[config.mk]
export PLATFORM = sky130hd
export DESIGN_NAME = or_accumulator
export DESIGN_NICKNAME = d
export VERILOG_FILES = /design/src/rtl/or_accumulator.sv
export SDC_FILE = /design/constraint.sdc
export NUM_CORES = 1
export LEC_CHECK = 0
export CAP_MARGIN = 40
export CORE_MARGIN = 3
export CORE_UTILIZATION = 40
export DETAILED_ROUTE_END_ITERATION = 6
export PLACE_DENSITY_LB_ADDON = 0.08
export SLEW_MARGIN = 20
export SYNTH_ARGS = -nofsm -noshare
export SYNTH_HDL_FRONTEND = slang
export SYNTH_SLANG_ARGS = --single-unit
export TNS_END_PERCENT = 100
[constraint.sdc]
create_clock -name CLK -period 3.58 [get_ports CLK]
set_input_delay 0.895 -clock CLK [delete_from_list [all_inputs] [get_ports CLK]]
set_output_delay 0.895 -clock CLK [all_outputs]
set_load 0.03 [all_outputs]
[src/rtl/or_accumulator.sv]
// ---------------------------------------------------------------------------
// or_accumulator
//   Collects WINDOW valid samples from IN0, ORs them bit by bit and presents
//   the result with a valid/ready handshake. FLUSH ends a window early and
//   marks the result PARTIAL. While a result is presented (HOLD), no new
//   samples are taken.
//
// Parameters
//   WIDTH   data width (>= 1)
//   WINDOW  samples ORed per full result (>= 2)
//   CNT_W   sample counter width (2**CNT_W > WINDOW)
//
// Ports
//   CLK        rising-edge clock
//   RSTn       asynchronous active-low reset
//   IN_VALID   upstream sample on IN0 is valid
//   IN_READY   block accepts a sample this cycle (high in ACCUM)
//   IN0        sample data
//   FLUSH      emit a partial result early
//   OUT_VALID  OUT0/SAMPLES/PARTIAL hold a result
//   OUT_READY  downstream takes the result
//   OUT0       OR of the samples in the window
//   SAMPLES    number of samples that contributed to OUT0
//   PARTIAL    result was cut short by FLUSH
// ---------------------------------------------------------------------------
module or_accumulator #(
  parameter int WIDTH  = 4,
  parameter int WINDOW = 4,
  parameter int CNT_W  = 3
) (
  input  logic             CLK,
  input  logic             RSTn,
  input  logic             IN_VALID,
  output logic             IN_READY,
  input  logic [WIDTH-1:0] IN0,
  input  logic             FLUSH,
  output logic             OUT_VALID,
  input  logic             OUT_READY,
  output logic [WIDTH-1:0] OUT0,
  output logic [CNT_W-1:0] SAMPLES,
  output logic             PARTIAL
);

  localparam logic [0:0] ACCUM = 1'b0;
  localparam logic [0:0] HOLD  = 1'b1;

  localparam logic [CNT_W-1:0] WIN_CNT = CNT_W'(WINDOW);

  logic [0:0]       state_r;
  logic [WIDTH-1:0] acc_r;
  logic [CNT_W-1:0] cnt_r;
  logic             out_valid_r;
  logic [WIDTH-1:0] out0_r;
  logic [CNT_W-1:0] samples_r;
  logic             partial_r;

  logic             accept_s;
  logic [WIDTH-1:0] acc_next_s;
  logic [CNT_W-1:0] cnt_next_s;
  logic             full_s;
  logic             flush_s;

  // Ready depends on state alone, so upstream never sees a loop through it.
  assign IN_READY = (state_r == ACCUM);

  // Window arithmetic: what acc/cnt become if this cycle's sample is taken.
  always_comb begin
    accept_s   = IN_VALID & IN_READY;
    if (accept_s) begin
      acc_next_s = acc_r | IN0;
      cnt_next_s = cnt_r + {{(CNT_W-1){1'b0}}, 1'b1};
    end else begin
      acc_next_s = acc_r;
      cnt_next_s = cnt_r;
    end
    // A completing sample wins over FLUSH, so the result is never PARTIAL then.
    full_s  = accept_s && (cnt_next_s == WIN_CNT);
    // FLUSH only matters if at least one sample (old or this one) is present.
    flush_s = FLUSH && (cnt_next_s != {CNT_W{1'b0}});
  end

  // State machine plus registered result outputs.
  always_ff @(posedge CLK or negedge RSTn) begin
    if (!RSTn) begin
      state_r     <= ACCUM;
      acc_r       <= {WIDTH{1'b0}};
      cnt_r       <= {CNT_W{1'b0}};
      out_valid_r <= 1'b0;
      out0_r      <= {WIDTH{1'b0}};
      samples_r   <= {CNT_W{1'b0}};
      partial_r   <= 1'b0;
    end else begin
      case (state_r)
        ACCUM: begin
          if (full_s || flush_s) begin
            state_r     <= HOLD;
            out_valid_r <= 1'b1;
            out0_r      <= acc_next_s;
            samples_r   <= cnt_next_s;
            partial_r   <= !full_s;
            // The window's contents now live in the result registers.
            acc_r       <= {WIDTH{1'b0}};
            cnt_r       <= {CNT_W{1'b0}};
          end else begin
            acc_r <= acc_next_s;
            cnt_r <= cnt_next_s;
          end
        end
        HOLD: begin
          // IN_READY is low here, so nothing is absorbed on the leaving edge.
          if (OUT_READY) begin
            state_r     <= ACCUM;
            out_valid_r <= 1'b0;
            acc_r       <= {WIDTH{1'b0}};
            cnt_r       <= {CNT_W{1'b0}};
          end else begin
            state_r     <= HOLD;
            out_valid_r <= 1'b1;
          end
        end
        default: begin
          state_r     <= ACCUM;
          out_valid_r <= 1'b0;
          acc_r       <= {WIDTH{1'b0}};
          cnt_r       <= {CNT_W{1'b0}};
        end
      endcase
    end
  end

  assign OUT_VALID = out_valid_r;
  assign OUT0      = out0_r;
  assign SAMPLES   = samples_r;
  assign PARTIAL   = partial_r;

endmodule

Word level (Yosys, flattened, before mapping)
Index checks and enable logic that the tools add are counted.
{ "totals": {"word_cells": 33, "in_bits": 9, "reg_bits": 17} }
{ "classes": {"reduce_logical": 6, "add_sub_neg": 1, "eq_ne": 3, "n_mux": 13, "bitwise": 3} }
{ "ops": {"columns": ["op", "n"], "rows": [
  ["4-bit 2-to-1 mux", 3],
  ["3-bit 2-to-1 mux", 3],
  ["4-bit case mux with 2 select lines", 1],
  ["3-bit case mux with 2 select lines", 1],
  ["4-bit bitwise OR", 1],
  ["1-bit case mux with 2 select lines", 2],
  ["3-bit by 1-bit adder with 3-bit output, second input constant", 1],
  ["3-bit == test, second input constant", 1],
  ["1-bit 2-to-1 mux", 3],
  ["3-bit nonzero test", 1],
  ["1-bit logical AND", 2],
  ["2-bit by 1-bit inequality test with 1-bit output, second input constant", 1],
  ["2-bit inequality test, second input constant", 1],
  ["2-bit AND reduction", 1],
  ["1-bit bitwise AND", 1],
  ["1-bit zero test", 1],
  ["1-bit logical OR", 1],
  ["1-bit inverter", 1]
]} }

Logic depth before layout (Yosys ltp)
Gate-level depths: netlist (run 1).
{ "depth": {"depth_word": 8, "mapped_depth": 6, "ltp_nobuf": 5} }

Worst setup path before layout (run 1)
OpenSTA, ideal clock, no wires.
{ "synth_path": {"path_kind": "input -> register", "from": "input port IN_VALID", "to": "register samples_r[1] (netlist: SAMPLES[1])", "required_time_ns": 3.452, "slack_ns": 1.435, "stages": 5, "arrival_time_ns": 2.018, "cell_sequence": "and4bb_4 o21bai_4 a211oi_2 buf_4 mux2_1"} }
{ "synth_between": {"elab_chain_len": 6, "word_cells_on_any_way": 8, "cone_classes": "eq/ne: 1; mux: 1; bitwise: 1; reduce/logical: 5"} }
{ "synth_rtl": {"columns": ["element", "line", "source"], "rows": [
  ["start, declared", "33", "input logic IN_VALID,"],
  ["1-bit bitwise AND (*)", "68", "accept_s = IN_VALID & IN_READY;"],
  ["3-bit 2-to-1 mux", "69", "if (accept_s) begin"],
  ["3-bit == test / 3-bit nonzero test (equally long branches)", "77, 79", null],
  ["1-bit logical AND (on tied branches)", "77, 79", null],
  ["1-bit logical OR", "95", "if (full_s || flush_s) begin"],
  ["2-bit AND reduction (no source line)", null, null],
  ["end signal, assigned", "90", "samples_r <= {CNT_W{1'b0}};"],
  ["end signal, assigned", "99", "samples_r <= cnt_next_s;"],
  ["end, declared", "54", "logic [CNT_W-1:0] samples_r;"]
]} }
Every way passes the cells marked *; elsewhere a longest branch is shown, timed or not.
A chain may end at the register's enable or synchronous reset.

Worst setup path after layout (run 1)
{ "layout_path": {"from": "input port IN_VALID", "to": "register samples_r[0] (netlist: SAMPLES[0])"} }
Same word-level chain as after synthesis.

==> flow_summary.yaml, run 1 <==
die:
  die_y_um: 52.0
  pin_count: 19
  die_area_um2: 2700
  row_count: 15
  core_um2: 1860
  die_w_um: 52.0
  initial_core_util_pct: 45.5
global_route:
  grt.overflow.total: 0
  antenna_found_initial: 0
  grt_max_degree: 18
  track_usage_pct: 13.5
  grt_pass1_wl_um: 2730
  grt_pass1_vias: 604
worst_setup_path:
  path_cells: "clkdlybuf4s50_1, nor2b_1, o21bai_4, a211oi_2, buf_4, mux2_1"
  cp_data_required_time_ns: 3.76
  crit_path_end_kind: "flop"
  cp.depth: 6
  rr_startpoint: "cnt_r[0]"
  start_kind: "input port"
  arrival_ns: 2.73
  ff2ff_path_depth: 6
  crit_type: "input port to flop"
  path_buf_inv: 2
  path_max_fanout: 9
  reg2reg_slack_ns: 1.41
  crit_slowest_cell: "clkdlybuf4s50_1"
  rr_endpoint: "SAMPLES[0]"
  slowest_delay_ns: 0.57
  cp_top_family: "buffers and inverters"
clocking:
  clkTransAtPathRegs_ns: 0.10
  ctsHoldBuffers: 0
  cts_tree: "built"
  cts_root_buffer: "clkbuf_4"
  clock_latency_ns: 0.28
  cts_buffer_depth: 2
  ctsResizeCount: 0
  cts_made_buffers: 3
  clock_sinks: 17
  htreeDepth: 1
  post_cts_buffers: 0
drt:
  wl_per_cell_um: 13.3
  vias: 645
  antenna_left: 0
  drt_iter0_drc: 15
  first_pass_iters: 4
  drt_wl_total_um: 1650
  via_per_inst: 5.20
  drc: 0
status:
  status: "finished clean"
placement:
  globalplace.congestion: 0.726
  place_inst: 120
  dp_slack_ns: 0.725
  place.port_buffers: 18
  placed_cell_area_um2: 1050
  dp_hpwl_um: 1220
synthesis:
  ys_async_sr_fraction_pct: 100
  yosys_warnings: 0
  synth_enable_flop_cells: 0
  synth.top_cells.by_area: "dfrtp_1, mux2i_1, nand2_1"
  yosys_most_used_dff: "dfrtp_1"
  synth.net_count: 88
  ys_ff_latch: 17
  syn_area_um2: 845
  synth_largest_area_cell: "dfrtp_1"
  synth_top_area_share_pct: 50.4
  ys_seq_area_share_pct: 50.4
  syn_inst: 78
  ys_types: 32
  synth_common_cells: "dfrtp_1, nand2_1, inv_1"
  syn_avg_cell_area_um2: 10.8
  yosysMostFrequentCell: "dfrtp_1"
timing:
  fin_skew_ns: 0.00552
  setup_tns_ns: 0
  setup_slack_ns: 1.03
  finalSetupViolations: 0
  period_needed_ns: 2.55
  drv_slew: 0
  slew_headroom_pct: 50.8
  rsz0062_at_grt: "no"
  tightestPinTransition_ns: 0.736
  min_period_over_period_pct: 71.3
  hold_ws_ns: 0.493
  fmax_mhz: 392
  final_hold_viol_count: 0
min_path:
  min_to: "acc_r[3]"
  hold_class: "flop to flop"
  min_from: "acc_r[3]"
  holdPathStages: 2
final_layout:
  area_growth_pct: 28.0
  layout.nets: 110
  post-route-util_pct: 58.2
  n_antenna_cell: 0
  design_area_um2: 1080
  drive_gt1_share_pct: 11.1
  final_cells: 124
pwr:
  power_mw: 0.847
  peakVddDrop_v: 0.000464
  leakage_nw: 0.471
  powerDensity_nw_per_um2: 783
job:
  maxCapViolCount: 0
-- final cells by class --
| cell class | instances | area (um^2) |
|---|---|---|
| Inverter | 7 | 26.3 |
| Tap cell | 25 | 31.3 |
| Sequential cell | 17 | 425 |
| Fill cell | 154 | 777 |
| Clock buffer | 4 | 26.3 |
| Multi-Input combinational cell | 51 | 377 |
| Timing Repair Buffer | 20 | 195 |
-- cell usage in the layout (no fill, tap or decap), drive strengths merged, types with 3 or more instances in the layout --
master	synthesis	final
clkdlybuf4s50	0	18
o31ai	3	3
nand2	10	10
o22ai	3	3
mux2	3	3
dfrtp	17	17
a21oi	7	7
clkbuf	1	4
inv	7	7
mux2i	4	4
-- state kept, by name, indices dropped and copies added (netlist names) --
register   flops
OUT0           4
acc_r          4
SAMPLES        3
cnt_r          3
OUT_VALID      1
PARTIAL        1
state_r        1
-- report_power, final --
part	switching [mW]	leakage, nW	total (mW)	internal, mW
Clock	0.0583	0.0150	0.101	0.0432
Sequential	0.0575	0.210	0.321	0.263
Combinational	0.229	0.245	0.425	0.196
Total	0.344	0.471	0.847	0.503
-- metal layers --
layer | up-vias | GRT usage (%) | routed length (um)
met5 | - | 0 | 0
li1 | 318 | - | -
met3 | 2 | 3.72 | 88
met4 | 0 | 4.37 | 10
met1 | 311 | 19.7 | 819
met2 | 14 | 19.0 | 731
-- cells by family (layout without fill, tap and decap cells) --
family	count (synthesis)	in the layout	share of synthesized area, %
and+or+nand+nor	19	19	12.4
AOI/OAI and AO/OA	21	21	18.8
DFF	17	17	50.4
buffers and inverters	10	31	5.04
muxes	7	7	8.74
xor gates and xnor gates	3	3	3.11
adders and majority gates	1	1	1.48
-- tightest hold or removal path, delay by kind of cell, from the launching register on --
family | cells | cell delay, ns
simple gates | 1 | 0.05
flops | 1 | 0.35
compound gates | 1 | 0.06
-- worst max-delay path by stage --
stage	start	endpoint	slack, ns
final	IN_VALID	SAMPLES[0]	1.03
after global routing	state_r	IN_READY	0.92
after CTS	state_r	IN_READY	1.02
after detailed placement	IN_VALID	SAMPLES[0]	0.72
after global placement	IN_VALID	SAMPLES[0]	0.77
after floorplan	IN_VALID	SAMPLES[1]	1.43
No activity file was read; power rests on OpenSTA's default activity.
==> inputs of run 2 (changes only) <==
clock period = 2.47 ns   (was 3.58 ns; I/O delays follow)
==> flow_summary.yaml, run 2 (synthesis gave the netlist of run 1 again) <==
status:
  status: "finished clean"
global_route:
  grt_max_degree: 18
  grt_pass1_wl_um: 2870
  track_usage_pct: 13.9
  grt_pass1_vias: 648
  grt.overflow.total: 0
  antenna_found_initial: 0
timing:
  slew_headroom_pct: 72.6
  drv_slew: 0
  min_period_over_period_pct: 88.3
  rsz0062_at_grt: "no"
  tightestPinTransition_ns: 0.411
  setup_tns_ns: 0
  period_needed_ns: 2.18
  finalSetupViolations: 0
  final_hold_viol_count: 0
  fin_skew_ns: 0.00533
  fmax_mhz: 458
final_layout:
  drive_gt1_share_pct: 15.4
  multi_input_comb_area_um2: 377
  n_antenna_cell: 0
  layout.cells.most_common: "clkdlybuf4s50_1"
  layout_common_cells: "clkdlybuf4s50_1, dfrtp_1, nand2_1"
  post-route-util_pct: 60.2
  nFillCells: 165
  regArea_um2: 425
  area_growth_pct: 32.4
  layout.nets: 115
worst_setup_path:
  crit_type: "flop to output port"
  slowest_delay_ns: 0.67
  ff2ff_path_depth: 6
  path_cells: "inv_1, clkdlybuf4s50_1"
  cp.depth: 2
  crit_path_end_kind: "output port"
  cp_top_family: "buffers and inverters"
  path_max_fanout: 9
  cp_data_required_time_ns: 1.85
  path_buf_inv: 2
  crit_slowest_cell: "clkdlybuf4s50_1"
  start_kind: "flop"
  arrival_ns: 1.56
die:
  row_count: 15
  die_area_um2: 2700
  initial_core_util_pct: 45.5
  die_y_um: 52.0
  die_w_um: 52.0
  core_um2: 1860
  pin_count: 19
clocking:
  cts_root_buffer: "clkbuf_4"
  cts_tree: "built"
  htreeDepth: 1
  clock_latency_ns: 0.29
  clock_sinks: 17
  cts_made_buffers: 3
  ctsResizeCount: 0
  ctsHoldBuffers: 0
  cts_buffer_depth: 2
  post_cts_buffers: 0
  clkTransAtPathRegs_ns: 0.10
drt:
  first_pass_iters: 4
  wl_per_cell_um: 13.1
  drc: 0
  drt_wl_total_um: 1690
  via_per_inst: 4.95
  antenna_left: 0
  drt_iter0_drc: 15
  vias: 638
pwr:
  pwr-share-clk_pct: 11.8
  p_comb_share_pct: 51.6
  powerDensity_nw_per_um2: 1120
  p_sw_mw: 0.509
  leakage_nw: 0.495
  swShare_pct: 40.5
  seq_power_share_pct: 36.6
  intPower_mw: 0.748
  peakVddDrop_v: 0.000640
placement:
  place.port_buffers: 18
  globalplace.congestion: 0.731
  dp_hpwl_um: 1280
job:
  maxCapViolCount: 0
min_path:
  hold_class: "flop to flop"
  holdPathStages: 1
-- run 2: per-layer routing --
layer  vias to the layer above  GRT usage, %  wire (um)
li1                        328             -          -
met1                       293          19.8        842
met2                        17          20.9        760
met3                         0          3.72         89
met4                         0          2.62          0
met5                         -             0          0
-- run 2: cell type report --
type                       instances  area share (%)
clock buffer                       4            2.35
inverter                           7            2.35
multi-input combinational         51            33.7
sequential                        17            38.0
tap                               25            2.80
timing repair buffer              25            20.8
-- run 2: stage by stage --
step	setup slack [ns]	power (mW)	instances	hold WS, ns	area, um^2
2_1_floorplan	0.491	0.877	78	0.322	845
3_3_place_gp	0.0835	1.11	125	0.471	1090
3_5_place_dp	0.0599	1.12	125	0.480	1090
4_1_cts	0.280	1.27	129	0.506	1120
5_1_grt	0.222	1.34	129	0.525	1120
6_report	0.289	1.26	129	0.504	1120
-- run 2: final timing paths --
path	startpoint	end	slack [ns]
worst max-delay path	state_r	IN_READY	0.29
worst min-delay path	SAMPLES[0]	SAMPLES[0]	0.50
worst max register to register	cnt_r[0]	OUT0[0]	0.41
worst min register to register	SAMPLES[0]	SAMPLES[0]	0.50
max in group asynchronous	RSTn	OUT_VALID	1.64
min in group asynchronous	RSTn	cnt_r[0]	0.64
-- run 2: power by group through the flow --
stage,logic [mW],clock network (mW),registers (mW)
floorplan,0.319,0,0.558
global placement,0.646,0,0.460
detailed placement,0.654,0,0.464
CTS,0.656,0.152,0.461
global route,0.703,0.164,0.475
finish,0.648,0.148,0.461
==> inputs of run 3 (changes only) <==
RECOVER_POWER = 100   (was unset)
==> flow_summary.yaml, run 3 (synthesis gave the netlist of run 1 again) <==
die:
  die_area_um2: 2700
  initial_core_util_pct: 45.5
  die_w_um: 52.0
  row_count: 15
  pin_count: 19
  core_um2: 1860
  die_y_um: 52.0
final_layout:
  layout.nets: 115
  design_area_um2: 1100
  drive_gt1_share_pct: 11.5
  n_antenna_cell: 0
  final_cells: 129
  post-route-util_pct: 59.4
  nFillCells: 167
  layout_common_cells: "dfrtp_1, dlygate4sd3_1, nand2_1"
  layout.cells.most_common: "dfrtp_1"
  area_growth_pct: 30.7
worst_setup_path:
  crit_path_end_kind: "output port"
  path_max_fanout: 9
  path_cells: "inv_1, dlygate4sd3_1"
  start_kind: "flop"
  arrival_ns: 1.63
  slowest_delay_ns: 0.74
  crit_slowest_cell: "dlygate4sd3_1"
  crit_type: "flop to output port"
  cp_data_required_time_ns: 1.85
timing:
  min_period_over_period_pct: 91.1
  setup_tns_ns: 0
  period_needed_ns: 2.25
  rsz0062_at_grt: "no"
  fmax_mhz: 444
  final_hold_viol_count: 0
  tightestPinTransition_ns: 0.871
  slew_headroom_pct: 41.9
  finalSetupViolations: 0
  fin_skew_ns: 0.00426
  drv_slew: 0
clocking:
  htreeDepth: 1
  ctsHoldBuffers: 0
  clock_sinks: 17
  ctsResizeCount: 0
  post_cts_buffers: 0
  cts_made_buffers: 3
  clkTransAtPathRegs_ns: 0.10
  cts_root_buffer: "clkbuf_4"
  cts_buffer_depth: 2
  clock_latency_ns: 0.28
  cts_tree: "built"
placement:
  place_inst: 125
  place.port_buffers: 18
  placed_cell_area_um2: 1090
  dp_hpwl_um: 1280
  globalplace.congestion: 0.731
status:
  status: "finished clean"
global_route:
  grt_pass1_wl_um: 2870
  grt.overflow.total: 0
  grt_pass1_vias: 648
  track_usage_pct: 13.9
  grt_max_degree: 18
  antenna_found_initial: 0
pwr:
  peakVddDrop_v: 0.000619
  leakage_nw: 0.488
  powerDensity_nw_per_um2: 1110
min_path:
  hold_class: "flop to flop"
drt:
  first_pass_iters: 4
  wl_per_cell_um: 13.1
  drt_iter0_drc: 11
  via_per_inst: 5.06
  drt_wl_total_um: 1690
  antenna_left: 0
  vias: 653
  drc: 0
job:
  maxCapViolCount: 0
run 3: cell types whose count changed in the layout (fill, tap and decap cells not counted):
cell and change:
clkdlybuf4s50_1 -11, dlygate4sd3_1 +11, clkbuf_1 +3, a21oi_1 +1, a21oi_2 -1, buf_4 -3
run 3: worst max-delay path: cells and delay by family (launching register included):
family / cells / cell delay, ns
DFF: 1 / 0.50
buffers and inverters: 2 / 0.85
run 3: area by class of cell:
type                            instances  area [um^2]  share of cell area (%)
Clock buffer                            4         26.3                    2.38
Inverter                                7         26.3                    2.38
Multi-Input combinational cell         51          373                    33.8
Sequential cell                        17          425                    38.5
Tap cell                               25         31.3                    2.83
Timing Repair Buffer                   25          221                    20.1
run 3: final timing paths:
| path | to | start | slack (ns) | depth (start not counted) |
|---|---|---|---|---|
| max | IN_READY | state_r | 0.22 | 2 |
| min | SAMPLES[0] | SAMPLES[0] | 0.49 | 1 |
| max reg2reg | OUT0[2] | cnt_r[0] | 0.28 | 6 |
| min reg2reg | SAMPLES[0] | SAMPLES[0] | 0.49 | 1 |
| max in group asynchronous | OUT_VALID | RSTn | 0.99 | 2 |
| min in group asynchronous | cnt_r[0] | RSTn | 0.95 | 2 |
run 3: per-layer routing:
metal	vias to the layer above	global-route usage, %	part of all wire [%]
met1	308	19.8	51
li1	329	-	-
met4	0	2.62	0
met2	16	20.9	45
met3	0	3.72	4.3
met5	-	0	0
run 3: power by group:
part           switching (mW)  internal (mW)  total (mW)
Sequential             0.0759          0.382       0.458
Clock                  0.0850         0.0627       0.148
Combinational           0.344          0.274       0.618
Total                   0.505          0.718        1.22
run 3: metrics by stage:
stage / setup WS, ns / hold slack, ns / power, mW
6_report: 0.219 / 0.493 / 1.22
5_1_grt: 0.121 / 0.524 / 1.31
4_1_cts: 0.280 / 0.506 / 1.27
3_5_place_dp: 0.0599 / 0.480 / 1.12
3_3_place_gp: 0.0835 / 0.471 / 1.11
2_1_floorplan: 0.491 / 0.322 / 0.877
